### src/rtl/pxs_score_overlay_multi.sv
// pxs_score_overlay_multi
//   Pixel-stream overlay that draws two players' scores as NDIGITS decimal
//   digits, each an 8x8 glyph scaled by 2^SCALE_LOG2. The binary scores are
//   sampled at end of frame and converted to BCD during vertical blanking by a
//   sequential double-dabble FSM. Both players are converted in parallel. The
//   displayed digits change only when the conversion commits, so a frame is
//   never drawn with a mix of old and new digits. The 10-glyph bitmap is built
//   into the module as a constant table.
//
// Ports
//   px_clk     in   1        pixel clock
//   rst_n      in   1        asynchronous active-low reset
//   score1     in   SCORE_W  player 1 binary score, sampled only at endframe
//   score2     in   SCORE_W  player 2 binary score, sampled only at endframe
//   overlay_en in   1        0 = RGB forwarded unmodified (same latency)
//   RGBStr_i   in   26       {RGB[25:23], XC[22:13], YC[12:3], HS, VS, Active}
//   RGBStr_o   out  26       same format, delayed 2 cycles
//   busy       out  1        high while the BCD conversion runs
module pxs_score_overlay_multi #(
  parameter int         NDIGITS     = 2,
  parameter int         SCORE_W     = 8,
  parameter int         SCALE_LOG2  = 2,
  parameter int         P1X         = 128,
  parameter int         P2X         = 448,
  parameter int         POSY        = 32,
  parameter int         STRIDE      = 4,
  parameter logic [2:0] INK1        = 3'b101,
  parameter logic [2:0] INK2        = 3'b010,
  parameter bit         BLANK_LZ    = 1'b1,
  parameter int         VISIBLECOLS = 640,
  parameter int         VISIBLEROWS = 480
) (
  input  logic               px_clk,
  input  logic               rst_n,
  input  logic [SCORE_W-1:0] score1,
  input  logic [SCORE_W-1:0] score2,
  input  logic               overlay_en,
  input  logic [25:0]        RGBStr_i,
  output logic [25:0]        RGBStr_o,
  output logic               busy
);

  function automatic int pow10(input int n);
    int r;
    r = 1;
    for (int i = 0; i < n; i++) r = r * 10;
    return r;
  endfunction

  localparam int          BOX     = 8 << SCALE_LOG2;
  localparam int          PITCH   = BOX + STRIDE;
  localparam int          DW      = 4 * NDIGITS;
  localparam int          CW      = $clog2(SCORE_W + 1);
  localparam logic [31:0] SAT_MAX = 32'(pow10(NDIGITS) - 1);

  typedef enum logic [1:0] {S_IDLE, S_LOAD, S_SHIFT, S_COMMIT} state_t;

  typedef struct packed {
    logic       hit;
    logic       blank;
    logic [3:0] digit;
    logic [2:0] row;
    logic [2:0] col;
  } loc_t;

  // Glyph rows are stored top row first, leftmost pixel in the MSB of each
  // byte, so pixel (row,col) sits at bit 63-{row,col} = ~{row,col}.
  function automatic logic glyph_bit(input logic [3:0] d, input logic [2:0] row,
                                     input logic [2:0] col);
    logic [63:0] g;
    case (d)
      4'd0:    g = 64'h3C666E7666663C00;
      4'd1:    g = 64'h183818181818_7E00;
      4'd2:    g = 64'h3C66060C30607E00;
      4'd3:    g = 64'h3C66061C06663C00;
      4'd4:    g = 64'h0C1C3C6C7E0C0C00;
      4'd5:    g = 64'h7E607C0606663C00;
      4'd6:    g = 64'h3C607C6666663C00;
      4'd7:    g = 64'h7E060C1818181800;
      4'd8:    g = 64'h3C66663C66663C00;
      4'd9:    g = 64'h3C66663E060C3800;
      default: g = '0;
    endcase
    return g[~{row, col}];
  endfunction

  // Scores beyond the displayable range are clamped to all nines.
  function automatic logic over_range(input logic [SCORE_W-1:0] s);
    return 32'(s) > SAT_MAX;
  endfunction

  // One double-dabble step: correct every nibble >= 5, then shift in a bit.
  function automatic logic [DW-1:0] dabble_step(input logic [DW-1:0] acc,
                                                input logic in_bit);
    logic [DW-1:0] adj;
    adj = acc;
    for (int i = 0; i < NDIGITS; i++)
      if (adj[4*i +: 4] >= 4'd5) adj[4*i +: 4] = adj[4*i +: 4] + 4'd3;
    return {adj[DW-2:0], in_bit};
  endfunction

  // Finds which digit box of one player (if any) covers the pixel. Digit 0 is
  // the most significant and sits leftmost; lz tracks "this digit and every
  // more significant one is zero" for leading-zero blanking.
  function automatic loc_t locate(input logic [9:0] xc, input logic [9:0] yc,
                                  input int px, input logic [DW-1:0] disp);
    loc_t       l;
    logic [9:0] x0;
    logic       lz;
    l  = '0;
    lz = 1'b1;
    for (int k = 0; k < NDIGITS; k++) begin
      x0 = 10'(px + k * PITCH);
      lz = lz && (disp[DW-1-4*k -: 4] == 4'd0);
      if (xc >= x0 && xc < 10'(px + k * PITCH + BOX) &&
          yc >= 10'(POSY) && yc < 10'(POSY + BOX)) begin
        l.hit   = 1'b1;
        l.digit = disp[DW-1-4*k -: 4];
        l.blank = BLANK_LZ && (k < NDIGITS - 1) && lz;
        l.row   = 3'((yc - 10'(POSY)) >> SCALE_LOG2);
        l.col   = 3'((xc - x0) >> SCALE_LOG2);
      end
    end
    return l;
  endfunction

  logic [9:0]         xc, yc;
  logic               endframe;
  loc_t               loc1, loc2;

  logic [25:0]        str_p1, str_p2;
  logic               en_p1, ink1_p1, ink2_p1;

  state_t             state;
  logic [CW-1:0]      cnt;
  logic [SCORE_W-1:0] sh1, sh2;
  logic               sat1, sat2;
  logic [DW-1:0]      bcd1, bcd2;
  logic [DW-1:0]      disp1, disp2;

  assign xc       = RGBStr_i[22:13];
  assign yc       = RGBStr_i[12:3];
  assign endframe = (xc == 10'(VISIBLECOLS - 1)) && (yc == 10'(VISIBLEROWS - 1));

  always_comb begin
    loc1 = locate(xc, yc, P1X, disp1);
    loc2 = locate(xc, yc, P2X, disp2);
  end

  always_ff @(posedge px_clk or negedge rst_n) begin
    if (!rst_n) begin
      str_p1  <= '0;
      en_p1   <= 1'b0;
      ink1_p1 <= 1'b0;
      ink2_p1 <= 1'b0;
      str_p2  <= '0;
    end else begin
      // Stage 1: box hit + blanking, registered glyph ROM read
      str_p1  <= RGBStr_i;
      en_p1   <= overlay_en;
      ink1_p1 <= loc1.hit && !loc1.blank && glyph_bit(loc1.digit, loc1.row, loc1.col);
      ink2_p1 <= loc2.hit && !loc2.blank && glyph_bit(loc2.digit, loc2.row, loc2.col);
      // Stage 2: colour select, player 1 wins where the fields overlap
      str_p2[22:0] <= str_p1[22:0];
      if (en_p1 && ink1_p1)      str_p2[25:23] <= INK1;
      else if (en_p1 && ink2_p1) str_p2[25:23] <= INK2;
      else                       str_p2[25:23] <= str_p1[25:23];
    end
  end

  assign RGBStr_o = str_p2;

  // Conversion runs entirely in blanking; an endframe seen outside IDLE is
  // dropped rather than restarting the conversion.
  always_ff @(posedge px_clk or negedge rst_n) begin
    if (!rst_n) begin
      state <= S_IDLE;
      busy  <= 1'b0;
      cnt   <= '0;
      sh1   <= '0;
      sh2   <= '0;
      sat1  <= 1'b0;
      sat2  <= 1'b0;
      bcd1  <= '0;
      bcd2  <= '0;
      disp1 <= '0;
      disp2 <= '0;
    end else begin
      case (state)
        S_IDLE: begin
          if (endframe) begin
            sh1   <= score1;
            sh2   <= score2;
            sat1  <= over_range(score1);
            sat2  <= over_range(score2);
            busy  <= 1'b1;
            state <= S_LOAD;
          end
        end
        S_LOAD: begin
          bcd1  <= '0;
          bcd2  <= '0;
          cnt   <= CW'(SCORE_W);
          state <= S_SHIFT;
        end
        S_SHIFT: begin
          bcd1 <= dabble_step(bcd1, sh1[SCORE_W-1]);
          bcd2 <= dabble_step(bcd2, sh2[SCORE_W-1]);
          sh1  <= sh1 << 1;
          sh2  <= sh2 << 1;
          cnt  <= cnt - CW'(1);
          if (cnt == CW'(1)) state <= S_COMMIT;
        end
        S_COMMIT: begin
          disp1 <= sat1 ? {NDIGITS{4'h9}} : bcd1;
          disp2 <= sat2 ? {NDIGITS{4'h9}} : bcd2;
          busy  <= 1'b0;
          state <= S_IDLE;
        end
        default: state <= S_IDLE;
      endcase
    end
  end

endmodule

### config.mk
export PLATFORM = sky130hd
export DESIGN_NAME = pxs_score_overlay_multi
export DESIGN_NICKNAME = d
export VERILOG_FILES = /design/src/rtl/pxs_score_overlay_multi.sv
export SDC_FILE = /design/constraint.sdc
export NUM_CORES = 1
export LEC_CHECK = 0
export CORE_UTILIZATION = 54
export DETAILED_ROUTE_END_ITERATION = 10
export PLACE_DENSITY = 0.73
export SLEW_MARGIN = 20
export SYNTH_ARGS = -nofsm -noshare
export SYNTH_HDL_FRONTEND = slang
export SYNTH_SLANG_ARGS = --single-unit
### constraint.sdc
create_clock -name px_clk -period 2.81 [get_ports px_clk]
set_clock_uncertainty 0.2 [all_clocks]
set_input_delay 0.4215 -clock px_clk [delete_from_list [all_inputs] [get_ports px_clk]]
set_output_delay 0.4215 -clock px_clk [all_outputs]
set_load 0.03 [all_outputs]
==> impl_metrics.yaml <==
run_status:
  result_of_the_run: "finished with violations"
  violations: "DRC, setup timing"
power_and_ir_drop:
  ratio_of_total_power_to_cell_area_nw_per_um2: 512.0
  max-vdd-ir-drop_mv: 1.173
  p_clk_share_pct: 25.6
  portion_of_total_power_attributed_to_combinational_logic_pct: 32.6
  static-leakage-power_nw: 4.402
  power.switching_fraction_pct: 38.71
  switchingPower_mw: 2.015
  p_seq_share_pct: 41.7
  p_int_mw: 3.189
worst_setup_path:
  critical_path_peak_fanout: 6
  crit_path_cell_trace: "buf_6, or4b_4, or3_4, a21oi_4, a21o_4, buf_4, inv_4, ha_2, a21bo_2, a31oi_1, o311ai_1, a31oi_1, o21ai_1, o211ai_1, a211oi_2"
  critical_path.reg2reg.endpoint: "ink1_p1"
  critPathMostFrequentCell: "sky130_fd_sc_hd__a31oi_1"
  crit_path_max_incr_delay_ps: 570
  ff2ff_path_depth: 12
  cp_slowest_cell: "sky130_fd_sc_hd__or4b_4"
  timing.critical_path.to_type: "register"
  criticalPathCategory: "in2reg"
  required_ps: 2890
  timing.rr.start: "disp1[4]"
  r2r_slack_ps: 10
  critPathLaunchType: "input port"
  critical_path_arrival_ps: 3450
route:
  route.detailed.vias_per_inst: 6.662
  drtPass1Iterations: 10
  wl_per_cell_um: 22.96
  postRouteWirelength_um: 28270
  route.vias.total: 8201
  drc_errors: 1
  ant_nets: 0
  drt_first_iter_violations: 1138
global_routing:
  grt_pass1_wl_um: 44710
  pin_count_of_the_biggest_net_entering_global_routing: 43
  first_global_vias: 8401
  grt_use_total_pct: 44.45
  grt_antenna_before_repair: 1
  grt.overflow.total: 0
yosys:
  syn-instance-count: 785
  number_of_enable_flip_flop_cells_after_synthesis: 0
  synth_warnings: 0
  mappedNetlistNets: 859
  synth_sequential_area_ratio_pct: 39.91
  yosys_register_bits: 112
  synthFlopType: "sky130_fd_sc_hd__dfrtp_1"
  post_synth_instance_area_um2: 7023
  synth_async_sr_flop_share_pct: 100.0
  ys_types: 91
  syn-mean-instance-area_um2: 8.946
timing:
  tightest_slew_ps: 626.0
  max_freq_ghz: 0.2968
  finalHoldViolations: 0
  timing_max_transition_violations_final: 0
  final-setup-viol-count: 2
  final_critical_path_setup_slack_ps: -559.2
  final.hold.worst_slack_ps: 40.35
  relative_slew_slack_pct: 58.11
  rsz0062_at_grt: "yes"
  final_min_period_over_clock_period_pct: 119.9
  post-route-min-period_ps: 3369
floorplanning:
  fp.dieW_um: 116.0
  top_level_ports: 72
  die_h_um: 116.0
  die_footprint_um2: 13470
  row_count: 41
  core_um2: 12670
  floorplan.initialDensity_pct: 55.43
clocking:
  number_of_buffers_inserted_during_clock_tree_synthesis: 9
  tritoncts: "yes"
  clock_latency_ps: 370
  clock_tree.root_cell: "sky130_fd_sc_hd__clkbuf_16"
  cts.sinks: 112
  clkTransAtPathRegs_ps: 90
  h-tree-depth: 3
  clock_tree.buffer_depth: 2
hold_path:
  hold_path_depth: 2
  worstHoldPathType: "in2reg"
  min_from: "RGBStr_i[9]"
  holdPathEnd: "str_p1[9]"
cells_and_area:
  finish.utilization_pct: 80.21
  diodes: 0
  post_route_cells_drive_above_1_share_pct: 32.86
  fin_area_um2: 10160
  final_nets: 1128
  layout-area-overhead-vs-synth_pct: 44.72
place:
  placed_cell_area_um2: 9328
  gp_congestion: 1.023
  detailedPlace.worstSlack_ps: -1334
  placement.io_buffers: 71
  hpwlAfterDp_um: 18260
job:
  max_cap_viols: 0
cells in the mapped netlist, drive strengths merged (6+ instances only):
master	n	area share [%]
a211oi	11	1.5
a21oi	78	5.6
a22oi	8	1.0
a31oi	14	1.2
and2	8	0.71
and3	8	0.71
buf	22	2.0
clkbuf	20	1.1
dfrtp	112	40
ha	29	5.2
inv	43	2.3
mux2i	16	2.3
nand2	61	3.4
nand2b	8	0.71
nand3	22	1.6
nand3b	10	1.1
nand4	7	0.62
nor2	75	4.2
nor3	19	1.7
nor3b	6	0.64
nor4	6	0.62
o211ai	13	2.0
o21ai	66	5.0
o22ai	13	1.2
o31ai	9	1.3
or3	7	0.69
xnor2	7	0.87
layout by cell type, fill, tap and decap left out, drive strengths merged, types with 11 or more instances in the layout:
cell type,n
a211oi,11
o211ai,13
buf,233
inv,46
ha,29
nand2,61
o22ai,13
mux2i,16
nor2,75
clkdlybuf4s50,54
clkbuf,11
nor3,19
o21ai,66
a31oi,14
a21oi,78
nand3,22
dfrtp,112
how the worst max path moves through the flow:
stage                     cells after the start         start      end  slack [ps]
after CTS                                    14   RGBStr_i[9]  ink1_p1        -380
after floorplan                              16  RGBStr_i[15]  ink2_p1        -670
after detailed placement                     16  RGBStr_i[15]  ink2_p1       -1330
after global placement                       15  RGBStr_i[15]  ink2_p1       -1300
final                                        15   RGBStr_i[9]  ink1_p1        -560
after global routing                         18  RGBStr_i[15]  ink1_p1        -540
sequential cells by signal, summed over array words and instances (netlist names), 2 cells and up:
| name | flops |
|---|---|
| RGBStr_o | 26 |
| bcd1 | 8 |
| bcd2 | 8 |
| cnt | 4 |
| disp1 | 8 |
| disp2 | 8 |
| sh1 | 8 |
| sh2 | 8 |
| state | 2 |
| str_p1 | 26 |
layout make-up:
class                           count  area (um^2)
Timing Repair Buffer              300         2471
Sequential cell                   112         2803
Multi-Input combinational cell    588         4189
Clock buffer                        9        225.2
Inverter                           43        176.4
Fill cell                         724         2507
Clock inverter                      7        83.83
Tap cell                          172        215.2
routing by layer:
metal	track usage, %	up-vias	wire length (um)
met3	19.87	215	3422
met1	49.85	3894	9827
li1	-	3457	-
met5	0	-	0
met2	70.40	635	13250
met4	25.38	0	1766
cells by family (layout without fill, tap and decap cells):
| group | count (synthesis) | after routing | synth area share [%] |
|---|---|---|---|
| mux | 17 | 17 | 2.441 |
| flops | 112 | 112 | 39.91 |
| buf+inv | 85 | 359 | 5.380 |
| simple gates | 255 | 255 | 18.74 |
| fa+ha+maj | 29 | 29 | 5.167 |
| compound gates | 280 | 280 | 27.49 |
| xor+xnor | 7 | 7 | 0.8730 |
power groups by stage:
stage | Sequential [mW] | Combinational, mW | Clock [mW]
3_3_place_gp | 2.13 | 1.43 | 0
5_1_grt | 2.20 | 1.85 | 1.40
6_report | 2.17 | 1.70 | 1.33
2_1_floorplan | 2.15 | 0.916 | 0
4_1_cts | 2.14 | 1.59 | 1.33
3_5_place_dp | 2.16 | 1.54 | 0
what timing repair did:
item	4_1_cts	5_1_grt
setup endpoints to repair	2	17
hold endpoints to repair	36	0
buffers inserted	28	1
hold buffers	3	0
pin swaps	33	11
resized for setup	98	22
critical path, delay by kind of cell:
family          cells  cell delay, ps
simple gates        2             950
compound gates      9            1640
buf+inv             3             260
fa+ha+maj           1             170
per-stage QoR:
stage                     setup TNS (ps)  instances  total power [mW]
after floorplan                    -1195        785             3.065
after global placement             -7778       1183             3.556
after detailed placement           -9572       1183             3.703
after CTS                         -663.8       1230             5.059
after global routing               -1008       1231             5.445
final                             -967.9       1231             5.204
Note: power is estimated with default switching activity, not from simulation.
